[src/rtl/bcd_pkg.sv]
// Shared definitions for the seven-segment scan path: blank pattern,
// scan FSM states and the prescaler minimum.
package bcd_pkg;

    localparam logic [6:0] BLANK_SEG   = 7'b1111111;
    localparam int         CLK_DIV_MIN = 2;
    localparam int         NDIG_MIN    = 2;
    localparam int         NDIG_MAX    = 8;

    typedef enum logic {
        GUARD = 1'b0,
        SHOW  = 1'b1
    } scan_state_t;

    // A dwell needs at least one SHOW cycle besides the guard cycle.
    function automatic bit clk_div_ok(input int clk_div);
        return clk_div >= CLK_DIV_MIN;
    endfunction

    function automatic bit ndig_ok(input int ndig);
        return (ndig >= NDIG_MIN) && (ndig <= NDIG_MAX);
    endfunction

endpackage

[src/rtl/decoder_segments.sv]
// Hex nibble to seven-segment pattern, segments ordered {a..g}, active-low.
module decoder_segments (
    input  logic [3:0] hex,
    output logic [6:0] seg
);

    always_comb begin
        seg = 7'b1111111;
        case (hex)
            4'h0: seg = 7'b0000001;
            4'h1: seg = 7'b1001111;
            4'h2: seg = 7'b0010010;
            4'h3: seg = 7'b0000110;
            4'h4: seg = 7'b1001100;
            4'h5: seg = 7'b0100100;
            4'h6: seg = 7'b0100000;
            4'h7: seg = 7'b0001111;
            4'h8: seg = 7'b0000000;
            4'h9: seg = 7'b0000100;
            4'hA: seg = 7'b0001000;
            4'hB: seg = 7'b1100000;
            4'hC: seg = 7'b0110001;
            4'hD: seg = 7'b1000010;
            4'hE: seg = 7'b0110000;
            4'hF: seg = 7'b0111000;
            default: seg = 7'b1111111;
        endcase
    end

endmodule

[src/rtl/seg_scan_ctrl.sv]
// Multiplexed scan controller for a common-anode seven-segment display with a
// one-cycle guard between digits and frame-aligned commit of new content.
module seg_scan_ctrl
    import bcd_pkg::*;
#(
    parameter int NDIG    = 4,
    parameter int CLK_DIV = 50000
) (
    input  logic                clk,
    input  logic                reset,
    input  logic                wr_stb,
    input  logic [4*NDIG-1:0]   wr_data,
    input  logic [NDIG-1:0]     wr_blank,
    output logic                wr_busy,
    output logic                wr_ack,
    output logic [NDIG-1:0]     an,
    output logic [6:0]          sseg,
    output logic                frame_tick
);

    localparam int DIV_W = $clog2(CLK_DIV);
    localparam int IDX_W = (NDIG > 1) ? $clog2(NDIG) : 1;

    if (!clk_div_ok(CLK_DIV)) begin : g_bad_clk_div
        $error("seg_scan_ctrl: CLK_DIV below minimum");
    end
    if (!ndig_ok(NDIG)) begin : g_bad_ndig
        $error("seg_scan_ctrl: NDIG out of range");
    end

    logic [DIV_W-1:0]       div;
    logic [IDX_W-1:0]       idx;
    scan_state_t            state;

    logic [NDIG-1:0][3:0]   disp;
    logic [NDIG-1:0]        disp_blank;
    logic [NDIG-1:0][3:0]   pend;
    logic [NDIG-1:0]        pend_blank;

    logic                   tc;
    logic                   last_digit;
    logic                   boundary;
    logic [3:0]             cur_nibble;
    logic [6:0]             cur_seg;
    logic [6:0]             show_seg;
    logic [NDIG-1:0]        show_an;

    assign tc         = (div == DIV_W'(CLK_DIV - 1));
    assign last_digit = (idx == IDX_W'(NDIG - 1));
    assign boundary   = tc && last_digit;

    // Single shared decoder, steered by the current digit index.
    assign cur_nibble = disp[idx];

    decoder_segments u_decoder (
        .hex (cur_nibble),
        .seg (cur_seg)
    );

    assign show_seg = disp_blank[idx] ? BLANK_SEG : cur_seg;
    assign show_an  = ~(NDIG'(1) << idx);

    // Prescaler, digit index and the GUARD/SHOW scan FSM with registered pins.
    always_ff @(posedge clk or posedge reset) begin
        if (reset) begin
            div        <= '0;
            idx        <= '0;
            state      <= GUARD;
            an         <= '1;
            sseg       <= BLANK_SEG;
            frame_tick <= 1'b0;
        end else begin
            div        <= tc ? '0 : div + DIV_W'(1);
            frame_tick <= boundary;
            if (tc) begin
                idx <= last_digit ? '0 : idx + IDX_W'(1);
            end
            case (state)
                GUARD: begin
                    state <= SHOW;
                    an    <= show_an;
                    sseg  <= show_seg;
                end
                SHOW: begin
                    if (tc) begin
                        state <= GUARD;
                        an    <= '1;
                        sseg  <= BLANK_SEG;
                    end else begin
                        state <= SHOW;
                        an    <= show_an;
                        sseg  <= show_seg;
                    end
                end
                default: begin
                    state <= GUARD;
                    an    <= '1;
                    sseg  <= BLANK_SEG;
                end
            endcase
        end
    end

    // Bus side: valid/ready style where wr_busy low means a strobe is taken.
    // A strobe seen while busy (including the commit cycle) is dropped.
    always_ff @(posedge clk or posedge reset) begin
        if (reset) begin
            disp       <= '0;
            disp_blank <= '1;
            pend       <= '0;
            pend_blank <= '0;
            wr_busy    <= 1'b0;
            wr_ack     <= 1'b0;
        end else begin
            wr_ack <= 1'b0;
            if (wr_busy && boundary) begin
                disp       <= pend;
                disp_blank <= pend_blank;
                wr_busy    <= 1'b0;
                wr_ack     <= 1'b1;
            end else if (wr_stb && !wr_busy) begin
                pend       <= wr_data;
                pend_blank <= wr_blank;
                wr_busy    <= 1'b1;
            end
        end
    end

endmodule

[config.mk]
export PLATFORM = sky130hd
export DESIGN_NAME = seg_scan_ctrl
export DESIGN_NICKNAME = d
export VERILOG_FILES = /design/src/rtl/bcd_pkg.sv /design/src/rtl/decoder_segments.sv /design/src/rtl/seg_scan_ctrl.sv
export SDC_FILE = /design/constraint.sdc
export NUM_CORES = 1
export LEC_CHECK = 0
export BUFFER_PORTS_ARGS = -buffer_cell sky130_fd_sc_hd__buf_2
export CORE_MARGIN = 2
export CORE_UTILIZATION = 55
export CTS_CLUSTER_SIZE = 30
export DETAILED_ROUTE_END_ITERATION = 8
export PLACE_DENSITY = 0.75
export SYNTH_ARGS = -nofsm -noshare
export SYNTH_HDL_FRONTEND = slang
export SYNTH_SLANG_ARGS = --single-unit
[constraint.sdc]
create_clock -name clk -period 3.34 [get_ports clk]
set_input_delay 0.835 -clock clk [delete_from_list [all_inputs] [get_ports clk]]
set_output_delay 0.835 -clock clk [all_outputs]
set_load 0.05 [all_outputs]
# Yosys cells after proc, flatten, opt, wreduce, memory -nomap -nowiden

Memory sizes are Yosys's and may differ from the RTL's.
Cells that the tools add are included.
W data, S select, Z words.

Memories kept: 1
Input port bits: 23
Latch bits: 0
Word-level logic and storage cells: 50
Memory bits (read-only): 112
Memory bits (writable): 0
Bits in registers: 73
Output and inout port bits: 14

Bitwise logic cells: 3
$mul: 0
$add $sub $neg: 2
Mux-type cells: 16
Equal/unequal tests: 2
Magnitude comparators: 1
Shift-type cells: 1
Reductions and logical operators: 6
Div/mod/pow operators: 0

Memories:

| memory           | depth | bits a word | rd ports | clocked after Yosys merged registers in | write ports | RTL line              | RTL |
|---|---|---|---|---|---|---|---|
| (name not given) | 16    | 7           | 1        | 0                                       | 0           | decoder_segments.sv:9 | `case (hex)` |

Operators by type and width:

| kind                    | number |
|---|---|
| $add A16 B1 Y16 const B | 1 |
| $eq A16 B16 Y1 const B  | 1 |
| $mux W16                | 1 |
| $mux W7                 | 2 |
| $pmux W7 S2             | 1 |
| $bmux W4 S2             | 1 |
| $mux W4                 | 2 |
| $pmux W4 S2             | 1 |
| $mux W1                 | 5 |
| $not A4 Y4              | 1 |
| $shl A1 B2 Y4 const A   | 1 |
| $logic_and A1 B1 Y1     | 3 |
| $lt A2 B3 Y1 const B    | 1 |
| $add A2 B1 Y2 const B   | 1 |
| $bmux W1 S2             | 1 |
| $eq A2 B2 Y1 const B    | 1 |
| $mux W2                 | 1 |
| $not A1 Y1              | 2 |
| $pmux W1 S2             | 1 |
| $reduce_and A2 Y1       | 1 |
| $reduce_bool A2 Y1      | 1 |
| $logic_not A1 Y1        | 1 |

# Logic depth before layout (Yosys ltp)

Gate-level depths: netlist of the first run.
An unclocked memory read counts as a cell.

Word-level depth: 6
Mapped depth: 7
Depth with buffers taken out: 6

# Cells and area by module

Synthesis of the first run repeated with hierarchy kept, for this count alone.

Cell total of the unflattened synthesis: 241
Area total of the unflattened synthesis: 3289.4 um2

Modules (own cells, without submodules):

| module           | area an instance (um2) | cells an instance | sequential area each (um2) | times used |
|---|---|---|---|---|
| seg_scan_ctrl    | 3015.4                 | 209               | 1845.5                     | 1 |
| decoder_segments | 274.0                  | 32                | 0.0                        | 1 |

# Least setup slack after synthesis of the first run

No wires, ideal clock.

Kind: flip-flop to flip-flop
Start point: register div[4]
End point: register disp[10] (netlist name)
Arrival time: 2.020 ns
Library setup time: 0.127 ns
Setup slack: 1.192 ns
Stages on the path, launching flop included: 6
Data required time: 3.213 ns
Path through: dfrtp_1 or4b_4 nor4_4 and3_4 buf_6 mux2_1

Word-level cells in the longest chain between the ends: 3

RTL lines:

| what                     | RTL line             | RTL |
|---|---|---|
| start: declaration       | seg_scan_ctrl.sv:31  | `logic [DIV_W-1:0] div;` |
| start signal: assignment | seg_scan_ctrl.sv:73  | `div <= tc ? '0 : div + DIV_W'(1);` |
| $eq A16 B16 Y1           | seg_scan_ctrl.sv:48  | `assign tc = (div == DIV_W'(CLK_DIV - 1));` |
| $logic_and A1 B1 Y1      | seg_scan_ctrl.sv:50  | `assign boundary = tc && last_digit;` |
| $logic_and A1 B1 Y1      | seg_scan_ctrl.sv:116 | `if (wr_busy && boundary) begin` |
| end signal: assignment   | seg_scan_ctrl.sv:117 | `disp <= pend;` |
| end: declaration         | seg_scan_ctrl.sv:35  | `logic [NDIG-1:0][3:0] disp;` |

No other way between the ends.
A chain may end at the register's enable or synchronous reset.

# Final worst setup path of the first run

Start point: register div[4]
End point: register disp[2] (netlist name)

The elaborated chain is that of the path after synthesis.

==> results by stage, run 1 <==
Worst setup path:
- The critical path's largest stage delay is 0.58 ns.
- The worst reg2reg path startpoint is div[4].
- STA puts the critical path data required time at 3.56 ns.
- In this run the worst path has a maximum fanout of 21.
- STA puts the critical path data arrival time at 2.63 ns.
- The slack of the worst reg-to-reg path is 0.93 ns.
- The signal on the critical path passes through or4b_4 -> nor4_4 -> buf_4 -> and3_4 -> mux2_2.
- The classification of the worst setup path is reg2reg.
- The endpoint of the worst register-to-register path is disp[2].
- For the worst flop-to-flop path, the logic depth is 5.
- On the critical path, the stage with the largest delay is an instance of sky130_fd_sc_hd__or4b_4.
- The endpoint type of the worst setup path is a register.
- The worst setup path is launched from a register.

Placed design:
- The placed standard-cell area is 0.00360 mm².
- Routability-driven placement finished with a final weighted congestion of 0.849.
- After legalization and detailed placement, the total HPWL measured 4010 µm.
- The number of placed instances, taps included is 355.
- In this run the tool buffered the top-level ports with 36 buffer cells.

Finish:
- The design area is 0.00380 mm².
- The total of fill cells in the finished design is 450.
- Compared with the post-synthesis result, the final layout area differs by 13.7%.
- The fraction of final layout cells sized beyond drive strength 1 is 36.9%.
- 0 antenna diodes ended up in the layout.
- For this run, the post-layout net count is 325.
- The final non-filler cell total is 370.

Synth:
- Summing every instance area after synthesis gives 0.00334 mm².
- Yosys instantiated no cell more often than sky130_fd_sc_hd__dfrtp_1.
- The sequential cell area fraction in the yosys report is 55.2%.
- The flip-flop and latch count after synthesis is 73.
- The commonest cells after synthesis are sky130_fd_sc_hd__dfrtp_1 (58), sky130_fd_sc_hd__mux2_2 (27), sky130_fd_sc_hd__mux2_1 (19), sky130_fd_sc_hd__nor2_1 (16), sky130_fd_sc_hd__dfstp_2 (15).
- The number of distinct library cells after synthesis is 41.
- For this run, the number of Yosys warnings is 0.
- The fraction of post-synthesis cell area in the top cell type by area is 43.4%.
- Synthesis produced a netlist with a net count of 283.
- The most area-hungry cell type in the Yosys netlist is sky130_fd_sc_hd__dfrtp_1.
- Each instance of the synthesized netlist takes up on average 13.4 µm².
- By area the synthesized netlist is led by sky130_fd_sc_hd__dfrtp_1 (43%), sky130_fd_sc_hd__dfstp_2 (12%), sky130_fd_sc_hd__mux2_2 (9.1%), sky130_fd_sc_hd__mux2_1 (6.4%), sky130_fd_sc_hd__ha_1 (4.1%).
- The main flop type after synthesis is sky130_fd_sc_hd__dfrtp_1.
- For this run, asynchronously set or reset flops after synthesis account for 100%.
- Yosys mapped a number of flops with a built-in enable equal to 0.
- After technology mapping, the gate count stands at 249.

Worst hold path:
- The startpoint identified for the worst hold timing path is div[0].
- The number of cells traversed by the worst hold path is 1.
- The endpoint of the worst hold path is div[0].
- The worst hold path belongs to the class reg2reg.

Drt:
- The post-detailed-route count of antenna-violating nets is 0.
- Using the TritonRoute via totals, the vias-per-cell ratio works out to 5.40.
- The wire length reported by the detailed router is 5510 µm.
- The routed layout has 1999 vias.
- In the routed design, unresolved DRC markers number 0.
- In the final routed layout, each cell accounts on average for 14.9 µm.
- The first-iteration detailed-routing DRC count is 120.
- The detailed-router iteration count before antenna repair is 4.

Clock network:
- In this run the post-CTS setup repair buffer count came out at 0.
- For this design, the CTS-stage hold fixing added 0 buffers.
- Counting along the longest clock path gives a buffer depth of 2.
- CTS placed an instance of sky130_fd_sc_hd__clkbuf_8 at the clock tree root.
- The H-tree level count is 3.
- Clock tree synthesis inserted a total of 9 buffers.
- The latest clock arrival within the worst-skew pair is 0.34 ns.
- The register clock-pin slew on the reported worst setup and hold paths is 0.08 ns.
- The post-cts resize count is 0.
- TritonCTS built the clock tree.
- The number of sinks driven by the clock tree is 73.

STA:
- The worst relative slew slack is 55.7%.
- The final count of hold timing violations came to 0.
- The number of slew-limit violations in the final report was 0.
- Dividing the final minimum period by the clock period gives 72.1%.
- After layout, the minimum clock period comes to 2.41 ns.
- The highest clock rate is 415 MHz.
- Setup repair after global routing left no endpoint under its margin.
- The final setup violation count is 0.
- The actual slew at the worst max-slew pin is 0.659 ns.
- The tightest hold path in the finished design has a slack of 0.489 ns.
- The final setup skew is 0.0140 ns.
- The total negative slack for setup checks is 0 ns.

Power:
- The portion of total power attributed to combinational logic is 3.4%.
- In this run the power density over the cells is 442 mW/mm².
- The sequential power share is 55.2%.
- The analysis attributes to net switching a power of 0.353 mW.
- The static leakage is 1.78 nW.
- The clock network fraction of design power is 41.3%.
- The switching portion of total power is 21.0%.
- The worst voltage drop across the vdd grid is 328 µV.
- Internal power comes to 1.33 mW.

Die:
- In this run the horizontal extent of the chip is 82.0 µm.
- The die footprint is 0.00672 mm².
- The effective utilization at floorplan is 56.8%.
- In this run the vertical extent of the chip is 82.0 µm.
- The core area is 0.00589 mm².
- The number of placement rows is 28.
- The I/O pin total is 37.

GRT:
- The number of global-route vias before repair came to 2008.
- Entering global routing, the biggest net connects 45 pins.
- For this run the aggregate overflow at the end of global routing stands at 0.
- The all-layer global routing usage is 19.4%.
- The wire length of the first global-routing pass is 9670 µm.
- The number of antenna violations at the first check in global routing is 0.

Job:
- Across the run, the number of max-cap violations was 0.

Outcome:
- The run finished with clean final reports.
-- cells by family after synthesis --
kind of cell	count (synthesis)	share of synthesized area [%]
flip-flops	73	55.2
XOR/XNOR	18	4.72
buffers and inverters	15	2.43
AO/OA/AOI/OAI	15	3.03
adder cells (fa/ha/maj)	11	4.12
AND/OR/NAND/NOR	63	10.7
multiplexers	54	19.8
-- cell type report --
| cell class | instances | area [µm²] | share of cell area, % |
|---|---|---|---|
| sequential | 73 | 1850 | 48.6 |
| multi-input combinational | 161 | 1420 | 37.3 |
| timing repair buffer | 39 | 215 | 5.66 |
| clock buffer | 11 | 151 | 3.98 |
| tap | 75 | 93.8 | 2.47 |
| clock inverter | 4 | 51.3 | 1.35 |
| inverter | 7 | 26.3 | 0.691 |
-- worst max path at each step --
stage,end,slack [ns],cells after the start,start
4_1_cts,disp[2],0.93,5,div[4]
3_3_place_gp,disp[2],0.99,5,div[4]
6_report,disp[2],0.93,5,div[4]
3_5_place_dp,disp[13],0.95,5,div[4]
2_1_floorplan,disp[0],0.68,1,reset
5_1_grt,disp[2],0.82,5,div[4]
-- power groups by stage --
stage	combinational, mW	sequential [mW]	clock [mW]
2_1_floorplan	0.0375	0.938	0
3_3_place_gp	0.0575	0.944	0
4_1_cts	0.0603	0.928	0.717
6_report	0.0578	0.928	0.695
5_1_grt	0.0673	0.932	0.746
3_5_place_dp	0.0603	0.945	0
-- flip-flops by register name (all words and copies together), names as in the netlist --
name,cells
sseg,7
div,16
idx,2
disp_blank,4
wr_ack,1
pend_blank,4
disp,16
pend,16
frame_tick,1
an,4
wr_busy,1
state,1
-- placed cells by master (no fill, tap or decap), types with 2 or more instances in the layout --
| master | n |
|---|---|
| sky130_fd_sc_hd__clkbuf_8 | 11 |
| sky130_fd_sc_hd__inv_2 | 2 |
| sky130_fd_sc_hd__mux2i_1 | 3 |
| sky130_fd_sc_hd__mux4_2 | 5 |
| sky130_fd_sc_hd__a211oi_1 | 2 |
| sky130_fd_sc_hd__inv_1 | 5 |
| sky130_fd_sc_hd__dfstp_2 | 15 |
| sky130_fd_sc_hd__dfrtp_1 | 58 |
| sky130_fd_sc_hd__o211ai_1 | 3 |
| sky130_fd_sc_hd__or4bb_1 | 2 |
| sky130_fd_sc_hd__o221ai_1 | 2 |
| sky130_fd_sc_hd__mux2_1 | 19 |
| sky130_fd_sc_hd__nand3_1 | 5 |
| sky130_fd_sc_hd__nand2_1 | 14 |
| sky130_fd_sc_hd__or3b_2 | 2 |
| sky130_fd_sc_hd__mux2_2 | 27 |
| sky130_fd_sc_hd__o21ai_0 | 3 |
| sky130_fd_sc_hd__buf_2 | 36 |
| sky130_fd_sc_hd__xor2_1 | 11 |
| sky130_fd_sc_hd__nor2_1 | 16 |
| sky130_fd_sc_hd__nor4_1 | 4 |
| sky130_fd_sc_hd__xnor2_1 | 7 |
| sky130_fd_sc_hd__and3_1 | 3 |
| sky130_fd_sc_hd__nor2b_1 | 3 |
| sky130_fd_sc_hd__a21oi_1 | 3 |
| sky130_fd_sc_hd__ha_1 | 11 |
| sky130_fd_sc_hd__nand4_1 | 5 |
| sky130_fd_sc_hd__buf_4 | 2 |
-- through the flow --
stage / util, % / power [mW] / setup WS (ns)
6_report: 64.6 / 1.68 / 0.932
5_1_grt: 64.6 / 1.75 / 0.823
4_1_cts: 64.6 / 1.71 / 0.931
3_5_place_dp: 61.1 / 1.01 / 0.953
3_3_place_gp: 61.1 / 1.00 / 0.987
2_1_floorplan: - / 0.975 / 0.677
-- metal layers --
layer  track usage [%]  share of wire (%)
met3              3.52                4.1
met5                 0                  0
met4              10.2                2.3
met1              28.7                 49
met2              27.2                 44
-- worst max-delay path, delay by kind of cell, from the launching register on --
family | cells | cell delay (ns)
buf+inv | 1 | 0.23
mux | 1 | 0.37
simple gates | 3 | 1.24
flops | 1 | 0.44
Note: power is estimated with default switching activity, not from simulation.
==> run 2: changes to the inputs <==
CORE_UTILIZATION = 52   (was 55)
PLACE_DENSITY = 0.74   (was 0.75)
clock period = 2.1 ns   (was 3.34 ns; I/O delays follow)
==> results by stage, run 2 (synthesized netlist as in run 1, its figures left out) <==
Clock network:
- The TritonCTS clock tree is built.
- The clock buffer count from CTS is 9 (unchanged).
- The number of sinks driven by the clock tree was 73 (unchanged).
- The root cell of the clock tree is sky130_fd_sc_hd__clkbuf_8.
- The H-tree level count is 3 (unchanged).
- The number of hold-repair buffers added at the cts stage came to 0 (unchanged).
- The register clock-pin slew on the reported worst setup and hold paths is 0.07 ns (about the same).
- The buffer levels on the longest clock path came to 2 (unchanged).
- The latest clock arrival within the worst-skew pair is 0.35 ns (about the same).

Worst setup path:
- The critical-path maximum fanout was 9 (-57%).
- The path depth of the worst reg2reg path was 5 (unchanged).
- The worst reg2reg path startpoint is div[11].
- The endpoint of the worst register-to-register path is disp[6].
- The worst setup path is launched from a register.
- The required time of the worst setup path is 2.33 ns (-1.23 ns).
- The endpoint type of the worst setup path is a register.
- The critical path endpoint is disp[6].
- The slack of the worst reg-to-reg path is -0.02 ns (-0.95 ns).
- The critical path starts at div[11].
- The critical path data arrival time is 2.35 ns (-0.28 ns).
- The classification of the worst setup path is reg2reg.

STA:
- Setup repair after global routing could not meet its margin everywhere.
- The final count of hold timing violations is 0 (unchanged).
- The worst relative slew slack came to 58.4% (+2.8 points).
- The number of slew-limit violations in the final report is 0 (unchanged).
- The final period demand of the worst path came to 2.12 ns (-0.290 ns).
- The final critical-path share of the clock period is 101% (+29 points).
- The actual slew at the worst max-slew pin is 0.622 ns (-0.0370 ns).
- The worst hold slack is 0.250 ns (-0.239 ns).
- The slack of the critical path is -0.0176 ns (-0.950 ns).
- The final setup violation count is 11 (+11).
- The highest clock rate is 472 MHz (+14%).
- The final setup skew is 0.0101 ns (-0.00394 ns).

Placed design:
- The number of buffers inserted by port buffering is 36 (unchanged).
- The HPWL reported at the end of detailed placement came to 4440 µm (+11%).
- The global placer's final weighted congestion is 0.776 (-8.7%).

Outcome:
- The final reports fail on setup timing.
- The flow ran to the end, but the final reports show violations.

Die:
- The I/O pin total came to 37 (unchanged).
- The die footprint is 0.00709 mm² (+5.5%).
- The die boundary height is 84.2 µm (+2.7%).
- The core area is 0.00628 mm² (+6.7%).
- The number of placement rows was 29 (+3.6%).
- The chip width is 84.2 µm (+2.7%).
- The effective utilization at floorplan is 53.3% (-3.5 points).

Drt:
- The detailed-router iteration count before antenna repair is 4 (unchanged).
- The total number of vias is 2100 (+5.1%).
- The average vias per placed instance is 5.34 (-1.1%).
- The post-detailed-route count of antenna-violating nets is 0 (unchanged).
- The DRC violations left came to 0 (unchanged).
- The first-iteration detailed-routing DRC count is 117 (-2.5%).
- The wire length reported by the detailed router came to 6190 µm (+12%).
- The routed wire length per instance is 15.7 µm (+5.7%).

Finish:
- The total of fill cells in the finished design is 472 (+4.9%).
- The number of antenna cells inserted is 0 (unchanged).
- The fraction of final layout cells sized beyond drive strength 1 is 46.8% (+9.9 points).
- The number of nets in the layout is 345 (+6.2%).
- The most common cell after layout, fill and taps aside is sky130_fd_sc_hd__dfrtp_1.
- The library cells used most frequently in the layout, excluding fill and tap cells, are sky130_fd_sc_hd__dfrtp_1 (58), sky130_fd_sc_hd__buf_2 (36), sky130_fd_sc_hd__mux2_2 (27).
- The largest registers in the layout are disp (16), div (16), pend (16).
- The final design utilization is 64.6% (about the same).
- The signed area change from the synthesized netlist to the final layout is 21.3%.

GRT:
- The number of antenna violations at the first check in global routing is 0 (unchanged).
- The all-layer global routing usage is 19.0% (-0.36 points).
- The total global routing overflow came to 0 (unchanged).
- The pin count of the biggest net entering global routing is 28 (-38%).
- The wire length of the first global-routing pass is 10500 µm (+9.0%).
- The number of global-route vias before repair came to 2159 (+7.5%).

Power:
- The power density over cell area is 659 mW/mm² (+49%).
- The static leakage was 1.88 nW (+5.6%).
- The worst voltage drop across the vdd grid is 580 µV (+77%).

Worst hold path:
- The path class of the tightest hold or removal check is in2async.

Job:
- The reported max-cap violation count is 0 (unchanged).
==> run 2: cell types whose count changed in the layout (fill, tap and decap cells not counted), moves of 2 or more <==
cell                     before  now
sky130_fd_sc_hd__buf_4        2   18
sky130_fd_sc_hd__mux2_1      19    3
sky130_fd_sc_hd__mux2_4       0   16
sky130_fd_sc_hd__buf_12       1    3
sky130_fd_sc_hd__buf_6        0    2
==> run 2: layer usage <==
metal | global-route usage [%] | part of all wire, % | up-vias
met3 | 4.62 | 3.7 | 11
met2 | 28.9 | 46 | 49
li1 | - | - | 1012
met1 | 26.2 | 48 | 1028
met4 | 8.36 | 1.7 | 0
met5 | 0 | 0 | -
==> run 2: how the worst min path moves through the flow <==
| stage | start | end | slack, ns | cells past startpoint |
|---|---|---|---|---|
| floorplan | div[0] | div[0] | 0.45 | 1 |
| global placement | div[0] | div[0] | 0.47 | 1 |
| detailed placement | div[0] | div[0] | 0.47 | 1 |
| CTS | reset | frame_tick | 0.26 | 2 |
| global route | reset | frame_tick | 0.30 | 2 |
| finish | reset | frame_tick | 0.25 | 2 |
==> run 2: cell type report <==
type | count | area [µm²] | area share [%]
clock buffer | 11 | 141 | 3.49
clock inverter | 5 | 56.3 | 1.39
inverter | 7 | 30.0 | 0.741
multi-input combinational | 161 | 1490 | 36.7
sequential | 73 | 1850 | 45.5
tap | 77 | 96.3 | 2.38
timing repair buffer | 59 | 398 | 9.81
==> run 2: through the flow <==
step	total power [mW]	instances	cell area [µm²]	TNS, ns	setup WS [ns]
floorplan	1.55	249	3380	-0.413	-0.0412
finish	2.67	393	4050	-0.123	-0.0176
detailed placement	1.61	376	3800	-0.250	-0.0364
global placement	1.60	376	3800	0	0.0175
CTS	2.70	392	4010	-0.0506	-0.0141
global route	2.78	393	4050	-1.17	-0.0760
==> run 2: where the power goes <==
part / internal (mW) / leakage, nW / switching [mW]
Combinational: 0.0552 / 0.873 / 0.0423
Sequential: 1.45 / 0.909 / 0.0278
Clock: 0.579 / 0.0993 / 0.516
==> run 2: what timing repair did <==
action,in CTS,in global routing
cloned,0,0
gates resized for setup,2,10
endpoints found under the setup margin,17,22
pin swaps,1,0
setup buffers,0,1
==> run 2: critical path, cell delays in order, from the launching register on <==
cell,delay [ns]
sky130_fd_sc_hd__dfrtp_1,0.38
sky130_fd_sc_hd__or4bb_4,0.56
sky130_fd_sc_hd__nor4_4,0.32
sky130_fd_sc_hd__and3_4,0.29
sky130_fd_sc_hd__buf_12,0.15
sky130_fd_sc_hd__mux2_4,0.29
==> run 3: changes to the inputs <==
TNS_END_PERCENT = 30   (was unset)
==> results by stage, run 3 (synthesized netlist as in run 1, its figures left out) <==
Outcome:
- The flow ran to the end, but the final reports show violations.
- The final reports fail on setup timing.

STA:
- The number of slew-limit violations in the final report came to 0 (unchanged).
- The final period demand of the worst path is 2.13 ns (+0.0127 ns).
- The worst relative slew slack came to 64.5% (+6.0 points).
- The final critical-path share of the clock period is 101% (+0.61 points).
- The final count of hold timing violations is 0 (unchanged).
- The highest clock rate is 469 MHz (-0.60%).
- The final setup violation count is 11 (unchanged).
- The actual slew at the worst max-slew pin is 0.533 ns (-0.0890 ns).
- The total negative slack for setup checks is -0.166 ns (-0.0422 ns).
- The final setup skew was 0.0116 ns (+0.00151 ns).
- Setup repair after global routing could not meet its margin everywhere.
- The slack of the critical path is -0.0303 ns (-0.0127 ns).

Clock network:
- The H-tree level count is 3 (unchanged).
- The buffer levels on the longest clock path is 2 (unchanged).
- The number of sinks driven by the clock tree is 73 (unchanged).
- The root cell of the clock tree is sky130_fd_sc_hd__clkbuf_8.
- The register clock-pin slew on the reported worst setup and hold paths came to 0.08 ns (about the same).
- The TritonCTS clock tree is built.
- The number of hold-repair buffers added at the cts stage was 0 (unchanged).
- The clock buffer count from CTS is 9 (unchanged).
- The latest clock arrival within the worst-skew pair was 0.36 ns (about the same).

Drt:
- The detailed-router iteration count before antenna repair came to 4 (unchanged).
- The total number of vias came to 2137 (+1.8%).
- The first-iteration detailed-routing DRC count came to 103 (-12%).
- The DRC violations left came to 0 (unchanged).
- The wire length reported by the detailed router is 6130 µm (-0.86%).
- The average vias per placed instance is 5.41 (+1.2%).
- The post-detailed-route count of antenna-violating nets is 0 (unchanged).
- The routed wire length per instance was 15.5 µm (-1.4%).

GRT:
- The number of antenna violations at the first check in global routing is 0 (unchanged).
- The pin count of the biggest net entering global routing is 74 (+160%).
- The number of global-route vias before repair is 2158 (-0.046%).
- The wire length of the first global-routing pass is 10400 µm (-1.6%).
- The all-layer global routing usage was 18.8% (-0.24 points).
- The total global routing overflow came to 0 (unchanged).

Die:
- The number of placement rows came to 29 (unchanged).
- The chip width came to 84.2 µm (unchanged).
- The die footprint is 0.00709 mm² (unchanged).
- The effective utilization at floorplan is 53.3% (unchanged).
- The core area is 0.00628 mm² (unchanged).
- The I/O pin total was 37 (unchanged).
- The die boundary height came to 84.2 µm (unchanged).

Worst setup path:
- STA classifies the critical path startpoint as a register.
- The slowest cell on the critical path is sky130_fd_sc_hd__or4bb_4.
- The required time of the worst setup path is 2.33 ns (about the same).
- The critical path's largest stage delay is 0.58 ns (+0.02 ns).
- The critical path data arrival time is 2.36 ns (about the same).
- The endpoint type of the worst setup path is a register.
- The critical-path maximum fanout is 11 (+2).
- The critical path goes through or4bb_4 -> nor4_4 -> and3_4 -> buf_12 -> mux2_1.
- The worst setup path is of the reg2reg kind.

Finish:
- The largest registers in the layout are disp (16), div (16), pend (16).
- Leaving out fill and tap cells, the most frequent cell in the layout is sky130_fd_sc_hd__dfrtp_1.
- The number of nets in the layout is 347 (+0.58%).
- The design area is 0.00408 mm² (+0.59%).
- The final non-filler cell total is 395 (+0.51%).
- In the layout the commonest cells are sky130_fd_sc_hd__dfrtp_1 (58), sky130_fd_sc_hd__buf_2 (36), sky130_fd_sc_hd__mux2_2 (27).
- The register area came to 0.00185 mm² (unchanged).
- The signed area change from the synthesized netlist to the final layout is 22.0%.
- The area of the multi-input gates is 0.00146 mm² (-2.0%).
- The total of fill cells in the finished design was 459 (-2.8%).
- The fraction of final layout cells sized beyond drive strength 1 is 44.7% (-2.2 points).
- The number of antenna cells inserted is 0 (unchanged).

Placed design:
- The HPWL reported at the end of detailed placement came to 4220 µm (-5.1%).
- The placed standard-cell area is 0.00378 mm² (-0.69%).
- The number of placed instances, taps included came to 377 (+0.27%).
- The number of buffers inserted by port buffering is 36 (unchanged).
- The global placer's final weighted congestion is 0.835 (+7.6%).

Job:
- The reported max-cap violation count was 0 (unchanged).

Power:
- The total design power is 2.91 mW (+8.9%).
- The worst voltage drop across the vdd grid is 771 µV (+33%).
- The power density over cell area is 714 mW/mm² (+8.3%).
- The static leakage is 1.91 nW (+1.6%).

Worst hold path:
- The type of the tightest min-delay check is in2async.
==> run 3: cell types whose count changed in the layout (fill, tap and decap cells not counted), moves of 2 or more <==
cell / previous run / this run
sky130_fd_sc_hd__mux2_1: 3 / 11
sky130_fd_sc_hd__mux2_4: 16 / 8
sky130_fd_sc_hd__buf_4: 18 / 22
sky130_fd_sc_hd__buf_6: 2 / 0
sky130_fd_sc_hd__bufinv_16: 1 / 3
sky130_fd_sc_hd__clkinv_2: 2 / 0
==> run 3: worst paths after layout <==
check / startpoint / to / slack [ns] / cells past startpoint
worst max-delay path: div[11] / disp[11] / -0.03 / 5
min in group clk: wr_stb / wr_busy / 0.39 / 3
worst min register to register: div[0] / div[0] / 0.49 / 1
max in group asynchronous: reset / disp_blank[2] / 1.49 / 3
worst max register to register: div[11] / disp[11] / -0.03 / 5
worst min-delay path: reset / div[11] / 0.26 / 3
==> run 3: critical path: cells and delay by family, from the launching register on <==
kind	cells	cell delay [ns]
flip-flops	1	0.39
multiplexers	1	0.32
AND/OR/NAND/NOR	3	1.16
buffers and inverters	1	0.14
==> run 3: area by class of cell <==
cell class	instances	area share, %
Clock buffer	10	3.13
Clock inverter	6	2.85
Inverter	7	0.736
Multi-Input combinational cell	161	35.7
Sequential cell	73	45.3
Tap cell	77	2.36
Timing Repair Buffer	61	9.94
==> run 3: timing repair <==
item                       in CTS  in global routing
setup endpoints to repair      13                 21
setup buffers                   1                  1
pin swaps                       0                  3
resized for setup               4                  7
cloned                          0                  0
==> run 3: power by group <==
group | internal [mW] | switching [mW] | total [mW] | leakage (nW)
Clock | 0.798 | 0.545 | 1.34 | 0.121
Combinational | 0.0512 | 0.0413 | 0.0926 | 0.880
Sequential | 1.45 | 0.0246 | 1.48 | 0.909
Total | 2.30 | 0.611 | 2.91 | 1.91
==> run 3: layer usage <==
layer	part of all wire [%]	up-vias	track usage, %	routed length, µm
met2	47	50	27.5	2880
met3	4.1	13	4.72	253
li1	-	1018	-	-
met4	2.1	0	8.94	131
met1	47	1056	26.5	2870
met5	0	-	0	0
==> run 3: through the flow <==
step,setup WS [ns],util [%],hold WS [ns]
after CTS,-0.0209,64.4,0.277
after floorplan,-0.0478,-,0.447
after global routing,-0.0744,65.0,0.291
after detailed placement,0.00265,60.2,0.479
final,-0.0303,65.0,0.262
after global placement,0.0311,60.2,0.470
